--- config.mk ---
export PLATFORM = sky130hd
export DESIGN_NAME = twophase_sync_fifo_flat
export DESIGN_NICKNAME = d
export VERILOG_FILES = /design/src/rtl/twophase_sync_fifo_pkg.sv /design/src/rtl/twophase_sync_fifo_if.sv /design/src/rtl/twophase_sync.sv /design/src/rtl/twophase_sync_fifo.sv /design/src/flat_wrapper.sv
export SDC_FILE = /design/constraint.sdc
export NUM_CORES = 1
export LEC_CHECK = 0
export ABC_AREA = 1
export CORE_AREA = 2 2 129 106
export DETAILED_ROUTE_END_ITERATION = 10
export DIE_AREA = 0 0 131 108
export GPL_TIMING_DRIVEN = 0
export PLACE_DENSITY = 0.79
export SLEW_MARGIN = 25
export SYNTH_ARGS = -nofsm -noshare
export SYNTH_HDL_FRONTEND = slang
export SYNTH_SLANG_ARGS = --single-unit
--- constraint.sdc ---
create_clock -name clk -period 2.7 [get_ports clk]
set_input_delay 0.54 -clock clk [delete_from_list [all_inputs] [get_ports clk]]
set_output_delay 0.54 -clock clk [all_outputs]
set_load 0.005 [all_outputs]
--- src/rtl/twophase_sync_fifo_pkg.sv ---
// Shared constants for the two-phase FIFO: reset phase, default sizes and
// a constant-evaluable clog2 used to derive pointer and occupancy widths.
package mousetrap_pkg;

    localparam logic PHASE_RESET = 1'b0;

    localparam int WORD_WIDTH_DEF = 32;
    localparam int DEPTH_DEF = 4;

    function automatic int clog2(input int v);
        int r;
        r = 0;
        for (int i = 0; i < 31; i++) begin
            if ((1 << i) < v) begin
                r = i + 1;
            end
        end
        return r;
    endfunction

endpackage

--- src/rtl/twophase_sync_fifo_if.sv ---
// Two-phase bundled-data link bundle around the FIFO.
// slave: FIFO view (req_in/Data_in/ack_out in), master: environment view.
interface twophase_sync_fifo_if
    import mousetrap_pkg::*;
#(
    parameter int WORD_WIDTH = WORD_WIDTH_DEF,
    parameter int DEPTH = DEPTH_DEF
);
    localparam int CNT_W = clog2(DEPTH) + 1;

    logic req_in;
    logic [WORD_WIDTH-1:0] Data_in;
    logic ack_in;
    logic req_out;
    logic [WORD_WIDTH-1:0] Data_out;
    logic ack_out;
    logic [CNT_W-1:0] occupancy;

    modport slave (
        input  req_in,
        input  Data_in,
        output ack_in,
        output req_out,
        output Data_out,
        input  ack_out,
        output occupancy
    );

    modport master (
        output req_in,
        output Data_in,
        input  ack_in,
        input  req_out,
        input  Data_out,
        output ack_out,
        input  occupancy
    );

endinterface

--- src/rtl/twophase_sync.sv ---
// 1-bit two-flop synchroniser for transition-signalled handshake lines.
// Ports: clk, rst (async high, clears to phase 0), d (async in), q (synced).
module twophase_sync
    import mousetrap_pkg::*;
(
    input  logic clk,
    input  logic rst,
    input  logic d,
    output logic q
);
    logic meta;

    always_ff @(posedge clk or posedge rst) begin
        if (rst) begin
            meta <= PHASE_RESET;
            q    <= PHASE_RESET;
        end else begin
            meta <= d;
            q    <= meta;
        end
    end

endmodule

--- src/rtl/twophase_sync_fifo.sv ---
// DEPTH-entry bundled-data FIFO with two-phase req/ack on both sides.
// Ports: clk, rst (async high), bus (slave: req/Data/ack in+out, occupancy).
// Build option TWOPHASE_SYNC_EN: synchronise req_in and ack_out (2 flops).
module twophase_sync_fifo
    import mousetrap_pkg::*;
#(
    parameter int WORD_WIDTH = WORD_WIDTH_DEF,
    parameter int DEPTH = DEPTH_DEF
)(
    input logic clk,
    input logic rst,
    twophase_sync_fifo_if.slave bus
);
    localparam int CNT_W = clog2(DEPTH) + 1;
    localparam int AW = clog2(DEPTH);

    logic req_in_s;
    logic ack_out_s;

`ifdef TWOPHASE_SYNC_EN
    twophase_sync u_req_sync (
        .clk (clk),
        .rst (rst),
        .d   (bus.req_in),
        .q   (req_in_s)
    );

    twophase_sync u_ack_sync (
        .clk (clk),
        .rst (rst),
        .d   (bus.ack_out),
        .q   (ack_out_s)
    );
`else
    assign req_in_s  = bus.req_in;
    assign ack_out_s = bus.ack_out;
`endif

    logic ack_in_q;
    logic req_out_q;
    logic [WORD_WIDTH-1:0] data_out_q;
    logic [CNT_W-1:0] occ_q;
    logic [AW-1:0] wp;
    logic [AW-1:0] rp;
    logic [WORD_WIDTH-1:0] mem [DEPTH];

    logic in_pend;
    logic out_free;
    logic wr_en;
    logic rd_en;

    assign in_pend  = req_in_s ^ ack_in_q;
    assign out_free = (req_out_q == ack_out_s);

    // Full test uses the registered count, so a read on the same edge
    // does not open a slot for a write.
    assign wr_en = in_pend && (occ_q < CNT_W'(DEPTH));
    assign rd_en = out_free && (occ_q != '0);

    always_ff @(posedge clk or posedge rst) begin
        if (rst) begin
            ack_in_q   <= PHASE_RESET;
            req_out_q  <= PHASE_RESET;
            data_out_q <= '0;
            occ_q      <= '0;
            wp         <= '0;
            rp         <= '0;
        end else begin
            if (wr_en) begin
                wp       <= wp + AW'(1);
                ack_in_q <= ~ack_in_q;
            end
            if (rd_en) begin
                data_out_q <= mem[rp];
                rp         <= rp + AW'(1);
                req_out_q  <= ~req_out_q;
            end
            unique case ({wr_en, rd_en})
                2'b10:   occ_q <= occ_q + CNT_W'(1);
                2'b01:   occ_q <= occ_q - CNT_W'(1);
                default: occ_q <= occ_q;
            endcase
        end
    end

    // Storage is not reset; entries are only read after being written.
    always_ff @(posedge clk) begin
        if (wr_en) begin
            mem[wp] <= bus.Data_in;
        end
    end

    assign bus.ack_in    = ack_in_q;
    assign bus.req_out   = req_out_q;
    assign bus.Data_out  = data_out_q;
    assign bus.occupancy = occ_q;

endmodule

--- src/flat_wrapper.sv ---
// flat-port wrapper written by rule: the top's interface ports become plain ports
module twophase_sync_fifo_flat import mousetrap_pkg::*;
#(
    parameter int WORD_WIDTH = WORD_WIDTH_DEF,
    parameter int DEPTH = DEPTH_DEF
)
  (clk, rst, bus_req_in, bus_Data_in, bus_ack_in, bus_req_out, bus_Data_out, bus_ack_out, bus_occupancy);
  twophase_sync_fifo_if #(.WORD_WIDTH(WORD_WIDTH), .DEPTH(DEPTH)) bus_i ();
  input logic clk;
  input logic rst;
  input wire logic [$bits(bus_i.req_in)-1:0] bus_req_in;
  input wire logic [$bits(bus_i.Data_in)-1:0] bus_Data_in;
  output wire logic [$bits(bus_i.ack_in)-1:0] bus_ack_in;
  output wire logic [$bits(bus_i.req_out)-1:0] bus_req_out;
  output wire logic [$bits(bus_i.Data_out)-1:0] bus_Data_out;
  input wire logic [$bits(bus_i.ack_out)-1:0] bus_ack_out;
  output wire logic [$bits(bus_i.occupancy)-1:0] bus_occupancy;
  assign bus_i.req_in = bus_req_in;
  assign bus_i.Data_in = bus_Data_in;
  assign bus_ack_in = bus_i.ack_in;
  assign bus_req_out = bus_i.req_out;
  assign bus_Data_out = bus_i.Data_out;
  assign bus_i.ack_out = bus_ack_out;
  assign bus_occupancy = bus_i.occupancy;
  twophase_sync_fifo #(.WORD_WIDTH(WORD_WIDTH), .DEPTH(DEPTH)) u_core (.clk(clk), .rst(rst), .bus(bus_i));
endmodule
# After elaboration in Yosys (flattened, before gate mapping)

Memory sizes are Yosys's and may differ from the RTL's. A register that Yosys moved wholly into a read port is not among the register bits.
Cells that the tools add are included.

$add $sub $neg: 4
Magnitude comparators: 1
Equal/unequal tests: 3
Mux-type cells: 3
Bitwise operators: 3
Reduce and logical (&&, ||, !) cells: 4

Operators with widths:

| cell                  | count |
|---|---|
| $pmux W3 S2           | 1 |
| $add A2 B1 Y2 const B | 2 |
| $add A3 B1 Y3 const B | 1 |
| $lt A3 B3 Y1 const B  | 1 |
| $reduce_bool A3 Y1    | 1 |
| $sub A3 B1 Y3 const B | 1 |
| $eq A2 B1 Y1 const B  | 1 |
| $eq A2 B2 Y1 const B  | 1 |
| $logic_and A1 B1 Y1   | 2 |
| $mux W1               | 2 |
| $not A1 Y1            | 2 |
| $reduce_bool A2 Y1    | 1 |
| $eq A1 B1 Y1          | 1 |
| $xor A1 B1 Y1         | 1 |

Bits in registers: 9
Memory bits (writable): 128
Input port bits: 36
Logic and storage cells: 24
Memories: 1

Memory list:

| name       | words | width | rd ports | clocked after memory_dff | wr ports | line                     | source |
|---|---|---|---|---|---|---|---|
| u_core.mem | 4     | 32    | 1        | 1                        | 1        | twophase_sync_fifo.sv:45 | `logic [WORD_WIDTH-1:0] mem [DEPTH];` |

# Logic depth before layout (Yosys ltp)

Word-level depth: 4
Depth in mapped cells: 12
Depth with buffers taken out: 11

# Least setup slack after synthesis

No wires, ideal clock.

Kind: input port to flip-flop
Start point: in bus_req_in
End point: mem u_core.mem[0][0] (netlist name) (enable)
Arrival time: 2159 ps
Data required time: 2279 ps
Slack: 120 ps
Stages: 4
Path buffers: 0
Cells stage by stage: inv_1 -> nand2_1 -> nand3_2 -> nor2_1

Longest elaborated chain between the ends: 4

Ends and longest elaborated chain:

| element                       | line                     | source |
|---|---|---|
| start, declared               | flat_wrapper.sv:11       | `input wire logic [$bits(bus_i.req_in)-1:0] bus_req_in;` |
| $xor A1 B1 Y1                 | twophase_sync_fifo.sv:52 | `assign in_pend = req_in_s ^ ack_in_q;` |
| $logic_and A1 B1 Y1           | twophase_sync_fifo.sv:57 | `assign wr_en = in_pend && (occ_q < CNT_W'(DEPTH));` |
| $mux W1                       | twophase_sync_fifo.sv:88 | `if (wr_en) begin` |
| $mux W1 (not written as such) | twophase_sync_fifo.sv:89 | `mem[wp] <= bus.Data_in;` |
| end, declared                 | twophase_sync_fifo.sv:45 |  |

No other way between the ends.

# Final worst setup path

Start point: in bus_ack_out
End point: reg u_core.occ_q[2], in the netlist u_core.bus.occupancy[2]

Longest elaborated chain between the ends: 4
Elaborated cells on any way between the ends: 6
Those cells by class: 3 x eq/ne; 1 x mux; 2 x reduce/logical

Ends and longest elaborated chain:

| element                                           | line                     | source |
|---|---|---|
| start, declared                                   | flat_wrapper.sv:16       | `input wire logic [$bits(bus_i.ack_out)-1:0] bus_ack_out;` |
| $eq A1 B1 Y1 *                                    | twophase_sync_fifo.sv:53 | `assign out_free = (req_out_q == ack_out_s);` |
| $logic_and A1 B1 Y1 *                             | twophase_sync_fifo.sv:58 | `assign rd_en = out_free && (occ_q != '0);` |
| net u_core.rd_en                                  | twophase_sync_fifo.sv:50 | `logic rd_en;` |
| $eq A2 B1 Y1 or $eq A2 B2 Y1 (tied branches)      | twophase_sync_fifo.sv:78 | `unique case ({wr_en, rd_en})` |
| $pmux W3 S2 or $reduce_bool A2 Y1 (tied branches) | n/a                      |  |
| end signal, assigned                              | twophase_sync_fifo.sv:79 | `2'b10: occ_q <= occ_q + CNT_W'(1);` |
| end signal, assigned                              | twophase_sync_fifo.sv:80 | `2'b01: occ_q <= occ_q - CNT_W'(1);` |
| end signal, assigned                              | twophase_sync_fifo.sv:81 | `default: occ_q <= occ_q;` |
| end, declared                                     | twophase_sync_fifo.sv:42 | `logic [CNT_W-1:0] occ_q;` |

The timed path passes the listed nets; every way through them passes the cells marked *.
A chain may end at the register's enable or synchronous reset.

==> impl_metrics.py <==
metrics = {
    "clock_network": {
        "clk_pin_slew_ns": 0.06,
        "cts_sinks": 169,
        "insertion_delay_ns": 0.43,
        "numCtsBuffers": 17,
        "cts_htree_levels": 4,
        "cts_tree": "built",
        "clockBufferDepth": 2,
        "cts-resized-gates": 0,
        "cts-root-buf": "clkbuf_16",
        "postCtsSetupRepairBufs": 0,
        "ctsHoldBuffers": 0,
    },
    "cells_and_area": {
        "insertedDiodeCount": 0,
        "nNetsFinal": 843,
        "drive_gt1_frac": 0.155,
        "syn_to_final_growth_pct": 23.3,
    },
    "yosys": {
        "synthFlopType": "edfxtp_1",
        "synth.ff_latch_count": 169,
        "synth_top_area_share": 0.534,
        "synth_area_sq_um": 7190,
        "synth_area_leaders": "edfxtp_1 (53%), dfrtp_1 (14%), nand2_1 (14%), inv_1 (5.0%), nand3_1 (4.5%)",
        "synth_warnings": 0,
        "yosysTopAreaCell": "edfxtp_1",
        "synth-edff-count": 128,
        "async_reset_ff_frac": 0.243,
        "syn_inst": 705,
        "ys_types": 21,
        "synth_nets": 747,
        "synth_most_common_cell": "nand2_1",
        "synthTopCellsByCount": "nand2_1 (270), edfxtp_1 (128), inv_1 (95), nand3_1 (65), inv_2 (48)",
        "ys_seq_area_frac": 0.677,
        "synth_area_per_cell_sq_um": 10.2,
    },
    "worst_setup_path": {
        "reg2reg_from": "u_core.bus.occupancy[2]$_DFFE_PP0P_",
        "path_class": "in -> reg",
        "r2r_cells": 11,
        "cp-start-kind": "input pin",
        "cp.arrival_ns": 2.61,
        "r2r_end": "u_core.bus.occupancy[2]$_DFFE_PP0P_",
        "rrSetupSlack_ns": 0.60,
        "required_ns": 3.01,
        "setup.worst_path.end": "u_core.bus.occupancy[2]$_DFFE_PP0P_",
        "startpoint": "bus_ack_out",
        "cp_max_fo": 10,
        "crit_path_end_kind": "flop",
    },
    "floorplanning": {
        "die_area_sq_um": 14100,
        "die_y_um": 108,
        "die_width_um": 131,
        "io_pins": 73,
        "start_util": 0.565,
        "coreArea_sq_um": 12700,
        "rows": 37,
    },
    "power": {
        "p_clk_frac": 0.244,
        "combPwrFrac": 0.377,
        "powerDensity_nw_per_um2": 1130,
        "power_leakage_nw": 4.09,
        "intPower_w": 0.00643,
        "seqPwrFrac": 0.380,
        "switching_share": 0.358,
        "switching_power_w": 0.00358,
        "max-vdd-ir-drop_mv": 0.746,
    },
    "grt": {
        "grt_pass1_wl_um": 24700,
        "grt_max_degree": 26,
        "grtUsageTotal": 0.236,
        "grt_pass1_vias": 5139,
        "antenna_found_initial": 0,
        "grt_remaining_overflow": 0,
    },
    "place": {
        "dp_slack_ns": -0.00803,
        "dp_hpwl_um": 10100,
        "io_buffers": 72,
        "routabilityCongestion": 0.761,
    },
    "routing": {
        "avgViaCountPerCell": 5.07,
        "remaining_drc_errors": 0,
        "wl_um": 15800,
        "antenna_left": 0,
        "avgRoutedWirePerCell_um": 16.0,
        "drtIter0Drc": 406,
        "dr.pass1.iters": 5,
        "num_vias": 5010,
    },
    "sta": {
        "final.setup.tns_ns": 0,
        "timing.hold.ws_ns": 0.408,
        "maxSlewViolCount": 0,
        "fin_crit_sh": 0.850,
        "tightest_slew_ns": 0.637,
        "hold_violations": 0,
        "finalCriticalPeriod_ns": 2.29,
        "clock_skew_ns": 0.0117,
        "max_slew_margin": 0.574,
        "rsz0062_at_grt": "no",
        "fmax_mhz": 436,
        "setup_viol": 0,
        "fin_ws_ns": 0.406,
    },
    "outcome": {
        "status": "finished, final reports clean",
    },
    "worst_hold_path": {
        "hp-class": "in -> async",
    },
    "run": {
        "drv_cap": 0,
    },
}
[power groups by stage]
stage               Combinational, W  Clock (W)  Sequential, W
finish                       0.00377    0.00244        0.00380
global route                 0.00419    0.00257        0.00386
CTS                          0.00378    0.00246        0.00380
detailed placement           0.00372          0        0.00385
global placement             0.00343          0        0.00384
floorplan                    0.00216          0        0.00384
[worst max-delay path, cell delays in order]
cell	delay, ns
clkdlybuf4s50_1	0.49
inv_1	0.07
nand2_2	0.07
nand2_2	0.08
nor2_8	0.20
buf_6	0.19
ha_1	0.18
inv_1	0.07
fa_1	0.38
nand2_1	0.09
nand3_1	0.09
xor2_1	0.14
[routing by layer]
layer  global-route usage  vias to the layer above  routed length, um  share of wire
met3               0.0465                       24               1030          0.065
li1                     -                     2369                  -              -
met4                0.103                        0                212          0.013
met1                0.298                     2408               6560           0.42
met5                    0                        -                  0              0
met2                0.400                      209               7980           0.51
[area by class of cell]
type / count / area [sq um]
buffer: 27 / 200
clock buffer: 18 / 429
clock inverter: 14 / 158
fill: 847 / 3860
inverter: 149 / 563
multi-input combinational: 360 / 1590
sequential: 169 / 4870
tap: 175 / 219
timing repair buffer: 77 / 843
[cells in the final DEF (no fill, tap or decap), drive strengths merged]
master	synthesis	layout
buf	27	32
bufinv	0	2
clkbuf	0	18
clkdlybuf4s50	0	72
clkinv	6	8
dfrtp	41	41
edfxtp	128	128
fa	1	1
ha	5	5
inv	143	153
nand2	273	273
nand3	68	68
nor2	5	5
o21ai	4	4
xnor2	1	1
xor2	3	3
[registers in the layout, indices dropped and copies added, names as in the netlist]
signal	cells
u_core.bus.occupancy	3
u_core.rp	2
u_core.mem	128
u_core.bus.req_out	1
u_core.wp	2
u_core.bus.Data_out	32
u_core.bus.ack_in	1
[through the flow]
step	cells	utilization	power, W	cell area [sq um]
final	989	0.697	0.0100	8870
after floorplan	705	-	0.00600	7190
after CTS	989	0.697	0.0100	8870
after global routing	989	0.697	0.0106	8870
after detailed placement	957	0.651	0.00757	8290
after global placement	952	0.639	0.00727	8130
[kinds of logic after synthesis]
kind of cell,count (synthesis),synth area share
XOR/XNOR,4,0.00487
buffers and inverters,176,0.106
AO/OA/AOI/OAI,4,0.00278
AND/OR/NAND/NOR,346,0.198
flip-flops,169,0.677
adder cells (fa/ha/maj),6,0.0115
[worst min path at each step]
stage	slack (ns)	end	cells after the start	startpoint
floorplan	0.47	u_core.bus.Data_out[0]$_DFFE_PP0P_	2	u_core.bus.Data_out[0]$_DFFE_PP0P_
global placement	0.46	u_core.bus.Data_out[23]$_DFFE_PP0P_	2	u_core.bus.Data_out[23]$_DFFE_PP0P_
detailed placement	0.47	u_core.bus.Data_out[13]$_DFFE_PP0P_	2	u_core.bus.Data_out[13]$_DFFE_PP0P_
CTS	0.41	u_core.bus.Data_out[0]$_DFFE_PP0P_	2	rst
global route	0.44	u_core.bus.ack_in$_DFFE_PP0P_	2	rst
finish	0.41	u_core.bus.occupancy[2]$_DFFE_PP0P_	2	rst
No activity file was read; power rests on OpenSTA's default activity.
